File: config.mk
export PLATFORM = sky130hd
export DESIGN_NAME = aes_req_scheduler
export DESIGN_NICKNAME = d
export VERILOG_FILES = /design/src/rtl/aes_req_scheduler.sv
export SDC_FILE = /design/constraint.sdc
export NUM_CORES = 1
export LEC_CHECK = 0
export BUFFER_PORTS_ARGS = -buffer_cell sky130_fd_sc_hd__buf_2
export CAP_MARGIN = 0
export CORE_AREA = 5 5 363 365
export DETAILED_ROUTE_END_ITERATION = 8
export DIE_AREA = 0 0 368 370
export SLEW_MARGIN = 20
export SYNTH_ARGS = -nofsm -noshare
export SYNTH_HDL_FRONTEND = slang
export SYNTH_SLANG_ARGS = --single-unit
File: constraint.sdc
create_clock -name clk -period 4.3 [get_ports clk]
set_input_delay 0.215 -clock clk [delete_from_list [all_inputs] [get_ports clk]]
set_output_delay 0.215 -clock clk [all_outputs]
set_load 0.005 [all_outputs]
File: src/rtl/aes_req_scheduler.sv
`default_nettype none
// ============================================================================
// Module  : aes_req_scheduler
// Brief   : Round-robin scheduler sharing one AES core among NREQ requesters.
//           Optional BUSY watchdog enabled by macro AES_SCHED_TIMEOUT_EN.
// Revision: 1.0 - initial release
// ============================================================================
module aes_req_scheduler #(
    parameter int NREQ           = 4,
    parameter int TIMEOUT_CYCLES = 64,
    localparam int ID_W          = $clog2(NREQ)
) (
    input  logic                 clk,
    input  logic                 reset,
    input  logic [NREQ-1:0]      req_valid,
    input  logic [NREQ*128-1:0]  req_plaintext,
    input  logic [NREQ*3-1:0]    req_key_len,
    output logic [NREQ-1:0]      req_ready,
    output logic                 core_start,
    output logic [127:0]         core_plaintext,
    output logic [2:0]           core_key_len,
    input  logic                 core_done,
    input  logic [127:0]         core_ciphertext,
    output logic [ID_W-1:0]      key_bank_sel,
    output logic                 resp_valid,
    input  logic                 resp_ready,
    output logic [ID_W-1:0]      resp_id,
    output logic [127:0]         resp_ciphertext,
    output logic                 resp_err
);

    typedef enum logic [1:0] {
        S_IDLE  = 2'd0,
        S_GRANT = 2'd1,
        S_BUSY  = 2'd2,
        S_RESP  = 2'd3
    } state_t;

    state_t            r_state, w_state_nxt;
    logic [ID_W-1:0]   r_rr_ptr, w_rr_ptr_nxt;
    logic [NREQ-1:0]   r_req_ready, w_req_ready_nxt;
    logic              r_core_start, w_core_start_nxt;
    logic [127:0]      r_core_pt, w_core_pt_nxt;
    logic [2:0]        r_core_kl, w_core_kl_nxt;
    logic [ID_W-1:0]   r_bank_sel, w_bank_sel_nxt;
    logic              r_resp_valid, w_resp_valid_nxt;
    logic [ID_W-1:0]   r_resp_id, w_resp_id_nxt;
    logic [127:0]      r_resp_ct, w_resp_ct_nxt;
    logic              r_resp_err, w_resp_err_nxt;

    logic [127:0]      w_pt_arr [NREQ];
    logic [2:0]        w_kl_arr [NREQ];
    logic              w_found;
    logic [ID_W-1:0]   w_win;

    genvar g;
    generate
        for (g = 0; g < NREQ; g++) begin : g_unpack
            assign w_pt_arr[g] = req_plaintext[128*g +: 128];
            assign w_kl_arr[g] = req_key_len[3*g +: 3];
        end
    endgenerate

    // Rotate so bit 0 is the requester at rr_ptr; first set bit wins.
    always_comb begin
        logic [2*NREQ-1:0] v_dbl;
        logic [NREQ-1:0]   v_rot;
        int                v_sum;
        v_dbl   = {req_valid, req_valid} >> r_rr_ptr;
        v_rot   = v_dbl[NREQ-1:0];
        v_sum   = 0;
        w_found = 1'b0;
        w_win   = '0;
        for (int k = 0; k < NREQ; k++) begin
            if (!w_found && v_rot[0]) begin
                w_found = 1'b1;
                v_sum   = int'(r_rr_ptr) + k;
                if (v_sum >= NREQ) begin
                    v_sum = v_sum - NREQ;
                end
                w_win = v_sum[ID_W-1:0];
            end
            v_rot = v_rot >> 1;
        end
    end

`ifdef AES_SCHED_TIMEOUT_EN
    localparam int c_cnt_w = $clog2(TIMEOUT_CYCLES + 1);
    logic [c_cnt_w-1:0] r_tmo_cnt, w_tmo_cnt_nxt;
`endif

    always_comb begin
        w_state_nxt      = r_state;
        w_rr_ptr_nxt     = r_rr_ptr;
        w_req_ready_nxt  = '0;
        w_core_start_nxt = 1'b0;
        w_core_pt_nxt    = r_core_pt;
        w_core_kl_nxt    = r_core_kl;
        w_bank_sel_nxt   = r_bank_sel;
        w_resp_valid_nxt = r_resp_valid;
        w_resp_id_nxt    = r_resp_id;
        w_resp_ct_nxt    = r_resp_ct;
        w_resp_err_nxt   = r_resp_err;
`ifdef AES_SCHED_TIMEOUT_EN
        w_tmo_cnt_nxt    = r_tmo_cnt;
`endif
        case (r_state)
            S_IDLE: begin
                if (w_found) begin
                    w_req_ready_nxt[w_win] = 1'b1;
                    w_core_pt_nxt  = w_pt_arr[w_win];
                    w_core_kl_nxt  = w_kl_arr[w_win];
                    w_bank_sel_nxt = w_win;
                    w_resp_id_nxt  = w_win;
                    w_rr_ptr_nxt   = (w_win == ID_W'(NREQ - 1)) ? '0 : w_win + 1'b1;
                    if (!$onehot(w_kl_arr[w_win])) begin
                        // Malformed key length: answer with an error, core untouched.
                        w_resp_valid_nxt = 1'b1;
                        w_resp_err_nxt   = 1'b1;
                        w_resp_ct_nxt    = '0;
                        w_state_nxt      = S_RESP;
                    end else begin
                        w_state_nxt = S_GRANT;
                    end
                end
            end
            S_GRANT: begin
                w_core_start_nxt = 1'b1;
`ifdef AES_SCHED_TIMEOUT_EN
                w_tmo_cnt_nxt    = '0;
`endif
                w_state_nxt      = S_BUSY;
            end
            S_BUSY: begin
                if (core_done) begin
                    w_resp_valid_nxt = 1'b1;
                    w_resp_err_nxt   = 1'b0;
                    w_resp_ct_nxt    = core_ciphertext;
                    w_state_nxt      = S_RESP;
                end
`ifdef AES_SCHED_TIMEOUT_EN
                else if (r_tmo_cnt == c_cnt_w'(TIMEOUT_CYCLES - 1)) begin
                    w_resp_valid_nxt = 1'b1;
                    w_resp_err_nxt   = 1'b1;
                    w_resp_ct_nxt    = '0;
                    w_state_nxt      = S_RESP;
                end else begin
                    w_tmo_cnt_nxt = r_tmo_cnt + 1'b1;
                end
`endif
            end
            S_RESP: begin
                if (resp_ready) begin
                    w_resp_valid_nxt = 1'b0;
                    w_resp_err_nxt   = 1'b0;
                    w_state_nxt      = S_IDLE;
                end
            end
            default: w_state_nxt = S_IDLE;
        endcase
    end

    always_ff @(posedge clk) begin
        if (reset) begin
            r_state      <= S_IDLE;
            r_rr_ptr     <= '0;
            r_req_ready  <= '0;
            r_core_start <= 1'b0;
            r_core_pt    <= '0;
            r_core_kl    <= '0;
            r_bank_sel   <= '0;
            r_resp_valid <= 1'b0;
            r_resp_id    <= '0;
            r_resp_ct    <= '0;
            r_resp_err   <= 1'b0;
`ifdef AES_SCHED_TIMEOUT_EN
            r_tmo_cnt    <= '0;
`endif
        end else begin
            r_state      <= w_state_nxt;
            r_rr_ptr     <= w_rr_ptr_nxt;
            r_req_ready  <= w_req_ready_nxt;
            r_core_start <= w_core_start_nxt;
            r_core_pt    <= w_core_pt_nxt;
            r_core_kl    <= w_core_kl_nxt;
            r_bank_sel   <= w_bank_sel_nxt;
            r_resp_valid <= w_resp_valid_nxt;
            r_resp_id    <= w_resp_id_nxt;
            r_resp_ct    <= w_resp_ct_nxt;
            r_resp_err   <= w_resp_err_nxt;
`ifdef AES_SCHED_TIMEOUT_EN
            r_tmo_cnt    <= w_tmo_cnt_nxt;
`endif
        end
    end

    assign req_ready       = r_req_ready;
    assign core_start      = r_core_start;
    assign core_plaintext  = r_core_pt;
    assign core_key_len    = r_core_kl;
    assign key_bank_sel    = r_bank_sel;
    assign resp_valid      = r_resp_valid;
    assign resp_id         = r_resp_id;
    assign resp_ciphertext = r_resp_ct;
    assign resp_err        = r_resp_err;

endmodule
`default_nettype wire

==> results.py, run 1 <==
metrics = {
    "floorplan": {
        "core_um2": 128000,
        "die_w_um": 368,
        "ioPinCount": 930,
        "die-area_um2": 136000,
        "row_count": 132,
        "start_util_pct": 10.9,
        "die_h_um": 370,
    },
    "worst_setup_path": {
        "cp_data_required_time_ns": 4.80,
        "end_kind": "register",
        "cp.arrival_ns": 4.33,
        "worstSetupPathType": "reg2reg",
        "start_kind": "register",
        "cp_max_fo": 136,
    },
    "synth": {
        "postSynthCellCount": 1725,
        "async_flop_share_pct": 0,
        "yosysWarnings": 0,
        "synthMuxAreaShare_pct": 0.384,
        "yosys.cell_types.count": 45,
        "syn_nets": 2396,
        "synth_seq_cells": 272,
        "synth_xor_area_share_pct": 0,
        "ys_top_cells_by_area": "dfxtp_1, a211oi_1, nand2_1",
        "synthesis.area_um2": 14000,
        "synthSimpleGateAreaFrac_pct": 19.2,
        "yosysSeqAreaShare_pct": 38.8,
        "synth_top_family_by_area": "compound AO/OA/AOI/OAI gates",
        "synth_edf_count": 0,
        "synth_top_cell_by_area": "dfxtp_1",
        "synth-compound-area-share_pct": 33.5,
        "netlist.area_leader.share_pct": 38.8,
        "synthFlopType": "dfxtp_1",
        "synthAdderAreaFrac_pct": 1.03,
        "syn_avg_cell_area_um2": 8.13,
    },
    "drt": {
        "drt_iter0_markers": 1382,
        "via_per_inst": 4.11,
        "wirelength_um": 109000,
        "firstDrtPassIters": 6,
        "via_count": 19000,
        "drc": 0,
        "drtAntennaViolNets": 0,
        "post_drt_wl_per_cell_um": 23.5,
    },
    "placement": {
        "portBuffers": 929,
        "hpwl_um": 86100,
        "gp_congestion": 0.904,
    },
    "power": {
        "combPwrFrac_pct": 53.2,
        "switching_share_pct": 45.6,
        "power_density_nw_per_um2": 606,
        "p_switching_w": 0.00698,
        "power_leakage_nw": 11.1,
        "power_frac_seq_pct": 24.8,
        "p_int_w": 0.00833,
        "p_clk_share_pct": 22.0,
        "ir_drop_mv": 0.332,
    },
    "timing": {
        "tns_ns": 0,
        "slew_headroom_pct": 33.5,
        "drv_slew": 0,
        "setup_viol": 0,
        "rsz0062_at_grt": "no",
        "hold_violations": 0,
        "fin_crit_sh_pct": 89.1,
        "clock.fmax_mhz": 261,
        "hold_ws_ns": 0.0516,
        "period_minus_slack_ns": 3.83,
        "skew_ns": 0.0243,
        "tightest_slew_ns": 0.997,
    },
    "layout": {
        "layout-drive-gt1-share_pct": 37.0,
        "area_growth_pct": 80.2,
        "finalNetCount": 3573,
    },
    "grt": {
        "grt-ovfl-total": 0,
        "antenna_found_initial": 61,
        "first_global_vias": 18900,
        "grt_max_degree": 136,
        "grtUsageTotal_pct": 14.9,
        "grt_pass1_wl_um": 146000,
    },
    "clocking": {
        "clk_latency_ns": 0.61,
        "post-cts-setup-buffer-count": 0,
        "clkSinkCount": 272,
        "cts_tree": "yes",
        "cts.path.max_buffers": 3,
        "root_buffer": "clkbuf_16",
        "htreeDepth": 2,
        "cts_buffers": 39,
        "clk_pin_slew_worst_paths_ns": 0.06,
    },
    "run_status": {
        "outcome": "finished, final reports clean",
    },
    "hold_path": {
        "hp-class": "in2reg",
    },
    "run": {
        "cap_violations": 0,
    },
}
==> Yosys cell counts, types with 2 or more instances <==
cell,count
a221o_1,3
nand3_1,134
mux2_2,3
a21oi_1,137
o31ai_1,128
buf_2,69
a21boi_1,64
clkbuf_1,98
nor2b_1,3
buf_1,10
clkbuf_2,9
dfxtp_1,272
nor2_1,11
ha_1,10
or2_2,4
and2_1,4
nand2b_1,2
and3_1,128
mux2i_1,2
a211oi_1,248
buf_4,4
o21ai_0,8
a21boi_0,64
inv_1,4
a211oi_2,9
nand2_1,266
buf_6,12
or2b_1,2
==> power by group through the flow <==
stage                     clock network [W]  logic (W)  registers, W
after floorplan                           0    0.00382       0.00386
after global placement                    0    0.00752       0.00380
after detailed placement                  0    0.00758       0.00383
after CTS                           0.00353    0.00826       0.00379
after global routing                0.00361    0.00883       0.00389
final                               0.00337    0.00814       0.00380
==> layout by cell type (no fill, tap or decap), types with 4 or more instances in the layout <==
| cell | instances |
|---|---|
| a211oi_1 | 248 |
| a211oi_2 | 9 |
| a21boi_0 | 64 |
| a21boi_1 | 64 |
| a21oi_1 | 137 |
| and2_1 | 4 |
| and3_1 | 128 |
| buf_12 | 10 |
| buf_2 | 928 |
| buf_4 | 58 |
| clkbuf_1 | 9 |
| clkbuf_16 | 39 |
| clkbuf_8 | 4 |
| clkinv_2 | 4 |
| dfxtp_1 | 272 |
| diode_2 | 23 |
| dlygate4sd3_1 | 342 |
| ha_1 | 9 |
| inv_6 | 4 |
| nand2_1 | 266 |
| nand3_1 | 134 |
| nor2_1 | 10 |
| o21ai_0 | 8 |
| o31ai_1 | 128 |
==> kinds of logic (layout without fill, tap and decap cells) <==
kind of cell | Yosys count | after routing
adders and majority gates | 11 | 11
AOI/OAI and AO/OA | 667 | 667
and+or+nand+nor | 563 | 563
buffers and inverters | 207 | 1411
muxes | 5 | 5
other | 0 | 23
DFF | 272 | 272
==> registers in the layout (all words and copies together), names as in the netlist, 2 cells and up <==
signal / count
r_rr_ptr: 2
req_ready: 4
core_plaintext: 128
resp_ciphertext: 128
core_key_len: 3
resp_id: 2
r_state: 2
==> what timing repair did <==
item / in CTS / in global routing
gates resized for setup: 0 / 0
hold endpoints to repair: 257 / 0
hold buffers: 342 / 0
==> final timing paths <==
check	start	end	slack, ns	depth (start not counted)
max	r_rr_ptr[0]$_SDFFE_PP0P_	core_plaintext[35]$_SDFFE_PP0P_	0.47	8
min	req_plaintext[366]	core_plaintext[110]$_SDFFE_PP0P_	0.05	3
max reg2reg	r_rr_ptr[0]$_SDFFE_PP0P_	core_plaintext[35]$_SDFFE_PP0P_	0.47	8
min reg2reg	core_plaintext[26]$_SDFFE_PP0P_	core_plaintext[26]$_SDFFE_PP0P_	0.45	2
==> worst max-delay path: stages, from the launching register on <==
cell	delay [ns]
dfxtp_1	0.36
or2b_1	0.25
nand4_1	0.35
buf_12	0.44
buf_4	0.68
a21boi_1	0.15
a211oi_1	0.68
o31ai_1	0.11
dlygate4sd3_1	0.57
==> per-layer routing <==
metal,vias up,GRT usage (%),part of all wire (%)
met1,9007,18.2,41
li1,8782,-,-
met2,1002,24.7,46
met4,16,4.60,3.6
met5,-,0,0.088
met3,231,5.26,8.9
==> cell type report <==
| class | count | area [µm²] |
|---|---|---|
| well taps | 1675 | 2100 |
| multi-input cells | 1246 | 7640 |
| inverters | 5 | 28.8 |
| diodes | 23 | 57.6 |
| clock inverters | 16 | 240 |
| flip-flops and latches | 272 | 5450 |
| fillers | 14300 | 103000 |
| repair buffers | 1338 | 8700 |
| clock buffers | 52 | 1060 |
==> per-stage QoR <==
| stage | total power, W | cell area (µm²) | util [%] | setup WS (ns) | instances |
|---|---|---|---|---|---|
| 2_1_floorplan | 0.00767 | 14000 | - | 1.01 | 1725 |
| 4_1_cts | 0.0156 | 25200 | 19.6 | 0.573 | 4604 |
| 5_1_grt | 0.0163 | 25200 | 19.6 | 0.318 | 4610 |
| 3_3_place_gp | 0.0113 | 20500 | 15.9 | 0.569 | 4194 |
| 3_5_place_dp | 0.0114 | 20500 | 15.9 | 0.530 | 4194 |
| 6_report | 0.0153 | 25300 | 19.7 | 0.467 | 4627 |
Power figures use the tool's default switching activity.
==> run 2: changes to the inputs <==
- CELL_PAD_IN_SITES_DETAIL_PLACEMENT: default -> 1
- CELL_PAD_IN_SITES_GLOBAL_PLACEMENT: default -> 1
- CORE_AREA: 5 5 363 365 -> 5 5 358 360
- DIE_AREA: 0 0 368 370 -> 0 0 363 365
- PLACE_DENSITY_LB_ADDON: default -> 0.1
- clock period: 4.3 -> 4.8 ns (I/O delays scaled with it)
==> results.py, run 2 (synthesis results as in run 1) <==
metrics = {
    "drt": {
        "wirelength_um": 112000,
        "drc": 0,
        "via_per_inst": 4.07,
        "post_drt_wl_per_cell_um": 24.1,
        "firstDrtPassIters": 5,
        "drt_iter0_markers": 796,
        "via_count": 18800,
        "drtAntennaViolNets": 0,
    },
    "clocking": {
        "cts_buffers": 43,
        "htreeDepth": 2,
        "clkSinkCount": 272,
        "cts_hold_buf": 384,
        "clk_pin_slew_worst_paths_ns": 0.06,
        "root_buffer": "clkbuf_16",
        "clk_latency_ns": 0.61,
        "cts.path.max_buffers": 3,
        "cts_resized": 0,
        "cts_tree": "yes",
        "post-cts-setup-buffer-count": 0,
    },
    "floorplan": {
        "row_count": 130,
        "ioPinCount": 930,
        "die_w_um": 363,
        "die_h_um": 365,
        "core_um2": 125000,
        "die-area_um2": 132000,
        "start_util_pct": 11.2,
    },
    "timing": {
        "tightest_slew_ns": 1.08,
        "setup_viol": 0,
        "rsz0062_at_grt": "no",
        "drv_slew": 0,
        "period_minus_slack_ns": 4.14,
        "skew_ns": 0.0351,
        "fin_crit_sh_pct": 86.3,
        "hold_violations": 0,
        "slew_headroom_pct": 27.9,
        "hold_ws_ns": 0.0561,
        "tns_ns": 0,
        "clock.fmax_mhz": 241,
    },
    "worst_setup_path": {
        "cpMostUsedCell": "buf_4",
        "start_kind": "register",
        "critPathSlowestCell": "buf_4",
        "end_kind": "register",
        "crit_chain": "nand2_1 > a221oi_1 > or2_4 > buf_4 > inv_6 > buf_4 > a211oi_1 > o31ai_1 > dlygate4sd3_1",
        "cp_max_fo": 85,
        "crit_start": "r_rr_ptr[1]$_SDFFE_PP0P_",
        "cp_data_required_time_ns": 5.31,
        "worstSetupPathType": "reg2reg",
        "worst-path-buf-inv": 4,
        "max_stage_delay_ns": 0.61,
        "cpLargestDelayFamily": "buffers and inverters",
        "rrSetupSlack_ns": 0.66,
        "timing.rr.start": "r_rr_ptr[1]$_SDFFE_PP0P_",
        "cp.arrival_ns": 4.65,
    },
    "grt": {
        "grtUsageTotal_pct": 15.8,
        "grt_pass1_wl_um": 154000,
        "grt-ovfl-total": 0,
        "first_global_vias": 20500,
        "grt_max_degree": 205,
        "antenna_found_initial": 84,
    },
    "placement": {
        "hpwl_um": 82000,
        "place_inst": 4136,
        "portBuffers": 929,
        "gp_congestion": 0.819,
        "dpl_cell_area_um2": 20300,
    },
    "hold_path": {
        "worstHoldStart": "req_plaintext[246]",
        "hp-class": "in2reg",
    },
    "run": {
        "cap_violations": 0,
    },
    "layout": {
        "final_common_cell": "buf_2",
        "area_growth_pct": 82.9,
        "layout-drive-gt1-share_pct": 35.8,
        "layout_common_cells": "buf_2, dlygate4sd3_1, dfxtp_1, nand2_1, a211oi_1",
        "post-route-cell-area_um2": 25700,
        "fin_cells": 4632,
        "finalNetCount": 3586,
    },
    "power": {
        "power_leakage_nw": 11.3,
        "power_density_nw_per_um2": 551,
        "ir_drop_mv": 0.404,
    },
    "run_status": {
        "outcome": "finished, final reports clean",
    },
}
run 2: cell count changes in the layout (fill, tap and decap cells not counted), sizes merged:
| cell | delta |
|---|---|
| inv | -1 |
| bufinv | +1 |
| clkbuf | +13 |
| dlygate4sd3 | +42 |
| buf | -33 |
| clkinv | -2 |
| diode | +10 |
run 2: final timing paths:
kind / to / cells after the start
max: core_plaintext[35]$_SDFFE_PP0P_ / 9
min: core_plaintext[118]$_SDFFE_PP0P_ / 3
max reg2reg: core_plaintext[35]$_SDFFE_PP0P_ / 9
min reg2reg: resp_ciphertext[88]$_SDFFE_PP0P_ / 2
run 2: final cells by class:
cell class	instances	area [µm²]
multi-input combinational	1246	7650
fill	15000	99100
timing repair buffer	1347	8930
antenna	33	82.6
tap	1650	2060
inverter	5	28.8
clock inverter	14	230
sequential	272	5450
clock buffer	65	1230
run 2: worst min-delay path, stage by stage:
cell,delay (ns)
buf_2,0.08
a211oi_1,0.11
o31ai_1,0.21
run 2: metal layers:
layer	vias up	track usage [%]	part of all wire, %
li1	8807	-	-
met1	9092	17.8	39
met2	714	27.3	48
met3	197	6.26	9.2
met4	30	5.09	3.2
met5	-	0	0.18
run 2: power breakdown:
| group | internal (W) | leakage [nW] | total [W] | switching (W) |
|---|---|---|---|---|
| clock | 0.00200 | 0.706 | 0.00336 | 0.00136 |
| combinational | 0.00287 | 8.34 | 0.00739 | 0.00453 |
| sequential | 0.00299 | 2.22 | 0.00338 | 0.000389 |
run 2: stage by stage:
stage / setup WS, ns / total power [W] / util [%]
2_1_floorplan: 1.51 / 0.00687 / -
3_3_place_gp: 0.667 / 0.0102 / 16.2
3_5_place_dp: 0.644 / 0.0102 / 16.2
4_1_cts: 0.499 / 0.0146 / 20.5
5_1_grt: 0.222 / 0.0152 / 20.5
6_report: 0.659 / 0.0141 / 20.6
==> run 3: changes to the inputs <==
- ABC_AREA: default -> 1
- CORE_AREA: 5 5 358 360 -> 5 5 357 359
- DIE_AREA: 0 0 363 365 -> 0 0 362 364
==> results.py, run 3 <==
metrics = {
    "drt": {
        "firstDrtPassIters": 5,
        "via_count": 21000,
        "drt_iter0_markers": 776,
        "drc": 0,
        "via_per_inst": 3.87,
        "post_drt_wl_per_cell_um": 20.3,
        "wirelength_um": 110000,
        "drtAntennaViolNets": 0,
    },
    "layout": {
        "finalNetCount": 4411,
        "layout_common_cells": "buf_2, nand2_1, nand3_1, dlygate4sd3_1, dfxtp_1",
        "final_common_cell": "buf_2",
        "layout-drive-gt1-share_pct": 27.8,
        "post-route-cell-area_um2": 26400,
        "area_growth_pct": 68.7,
    },
    "synth": {
        "async_flop_share_pct": 0,
        "synth_common_cells": "nand2_1, nand3_1, dfxtp_1, inv_1, nor2_1",
        "synth_edf_count": 0,
        "syn_nets": 3282,
        "synth_top_cell_by_area": "dfxtp_1",
        "yosysWarnings": 0,
        "synthFlopType": "dfxtp_1",
        "yosysSeqAreaShare_pct": 34.7,
        "yosys.cell_types.count": 32,
        "synth_seq_cells": 272,
        "ys_top_cells_by_area": "dfxtp_1, nand2_1, nand3_1",
        "netlist.area_leader.share_pct": 34.7,
        "synthesis.area_um2": 15700,
        "yosysMostFrequentCell": "nand2_1",
        "syn_avg_cell_area_um2": 6.00,
        "postSynthCellCount": 2611,
    },
    "timing": {
        "period_minus_slack_ns": 4.28,
        "layout_setup_ws_ns": 0.517,
        "rsz0062_at_grt": "no",
        "drv_slew": 0,
        "skew_ns": 0.0266,
        "setup_viol": 0,
        "fin_crit_sh_pct": 89.2,
        "tns_ns": 0,
        "hold_ws_ns": 0.0426,
        "tightest_slew_ns": 0.993,
        "hold_violations": 0,
        "clock.fmax_mhz": 233,
        "slew_headroom_pct": 33.8,
    },
    "placement": {
        "portBuffers": 929,
        "hpwl_um": 82100,
        "dpl_cell_area_um2": 21800,
        "pre_cts_slack_ns": 0.451,
        "gp_congestion": 0.787,
    },
    "floorplan": {
        "row_count": 129,
        "ioPinCount": 930,
        "die_h_um": 364,
        "start_util_pct": 12.7,
        "die-area_um2": 132000,
        "core_um2": 123000,
        "die_w_um": 362,
    },
    "run_status": {
        "outcome": "finished, final reports clean",
    },
    "worst_setup_path": {
        "start_kind": "register",
        "worst-r2r-cell-count": 15,
        "end_kind": "register",
        "r2r-end": "core_plaintext[1]$_SDFFE_PP0P_",
        "rrSetupSlack_ns": 0.52,
        "cp_data_required_time_ns": 5.29,
        "crit_start": "r_rr_ptr[0]$_SDFFE_PP0P_",
        "timing.rr.start": "r_rr_ptr[0]$_SDFFE_PP0P_",
        "worstSetupPathType": "reg2reg",
        "cp_max_fo": 43,
        "cp.arrival_ns": 4.77,
    },
    "hold_path": {
        "hp-class": "in2reg",
        "worstHoldStart": "req_plaintext[427]",
        "whs_endpoint": "core_plaintext[43]$_SDFFE_PP0P_",
        "hold_depth": 4,
    },
    "clocking": {
        "clk_latency_ns": 0.60,
        "clkSinkCount": 272,
        "root_buffer": "clkbuf_16",
        "htreeDepth": 2,
        "cts.path.max_buffers": 3,
        "cts_buffers": 42,
        "clk_pin_slew_worst_paths_ns": 0.05,
        "post-cts-setup-buffer-count": 0,
        "cts_tree": "yes",
    },
    "grt": {
        "grtUsageTotal_pct": 15.8,
        "first_global_vias": 22100,
        "grt_max_degree": 142,
        "grt_pass1_wl_um": 155000,
        "antenna_found_initial": 51,
        "grt-ovfl-total": 0,
    },
    "power": {
        "power_density_nw_per_um2": 701,
        "power_leakage_nw": 13.9,
        "ir_drop_mv": 0.842,
        "p_total_w": 0.0185,
    },
    "run": {
        "cap_violations": 0,
    },
}
[run 3: cell count changes after synthesis, sizes merged, moves of 43 or more]
cell / previous run / this run
and3: 128 / 0
buf: 95 / 151
clkbuf: 107 / 47
a21boi: 128 / 0
a211oi: 257 / 2
inv: 5 / 277
nor3b: 0 / 43
nand2: 266 / 907
o31ai: 128 / 0
nor2: 12 / 239
nand3: 134 / 474
[run 3: critical path, stage by stage (launching register included)]
cell,delay (ns)
dfxtp_1,0.45
buf_4,0.22
nand2_1,0.07
nand3_1,0.09
nand2_1,0.10
inv_2,0.07
nand2_1,0.04
nor2_1,0.17
nand3_1,0.19
nand2_4,0.29
buf_4,0.55
nand2_8,0.38
nor3b_1,0.32
dlygate4sd3_1,0.60
nor2_1,0.04
dlygate4sd3_1,0.54
[run 3: logic make-up (layout without fill, tap and decap cells)]
logic type               Yosys count  count (layout)  synth area share [%]
flip-flops                       272             272                  34.7
other                              0              25                     0
adder cells (fa/ha/maj)           11              11                 0.926
buffers and inverters            475            1629                  12.7
AND/OR/NAND/NOR                 1688            1688                  45.9
AO/OA/AOI/OAI                    164             164                  5.61
XOR/XNOR                           1               1                0.0559
[run 3: per-stage QoR]
stage	utilization, %	instances
2_1_floorplan	-	2611
3_3_place_gp	17.7	5012
3_5_place_dp	17.7	5012
4_1_cts	21.3	5401
5_1_grt	21.4	5409
6_report	21.4	5427
[run 3: power breakdown]
group	leakage (nW)	internal [W]	switching (W)
registers	2.23	0.00299	0.000380
clock network	0.638	0.00180	0.00126
logic	11.0	0.00401	0.00809
total	13.9	0.00880	0.00973
[run 3: per-layer routing]
layer	part of all wire, %	GRT usage, %	wire length [µm]
met3	7.2	4.95	7990
met5	0.22	0	240
met4	2.1	3.41	2260
met2	50	28.5	55200
met1	40	18.3	44600
[run 3: what timing repair did]
item,in CTS,in global routing
hold endpoints to repair,205,0
resized for setup,0,2
setup endpoints to repair,0,47
hold buffers,320,0
[run 3: final cells by class]
type	instances	area, µm²
clock inverters	10	119
multi-input cells	1864	8310
fillers	15500	97000
flip-flops and latches	272	5450
inverters	277	1050
diodes	25	62.6
repair buffers	1283	8230
well taps	1637	2050
clock buffers	59	1170
[run 3: worst max-delay path by stage]
| stage | end | slack (ns) |
|---|---|---|
| after CTS | core_plaintext[114]$_SDFFE_PP0P_ | 0.08 |
| after detailed placement | resp_ciphertext[47]$_SDFFE_PP0P_ | 0.45 |
| after global placement | resp_ciphertext[35]$_SDFFE_PP0P_ | 0.48 |
| after global routing | core_plaintext[0]$_SDFFE_PP0P_ | 0.11 |
| after floorplan | resp_ciphertext[10]$_SDFFE_PP0P_ | 1.46 |
| final | core_plaintext[1]$_SDFFE_PP0P_ | 0.52 |
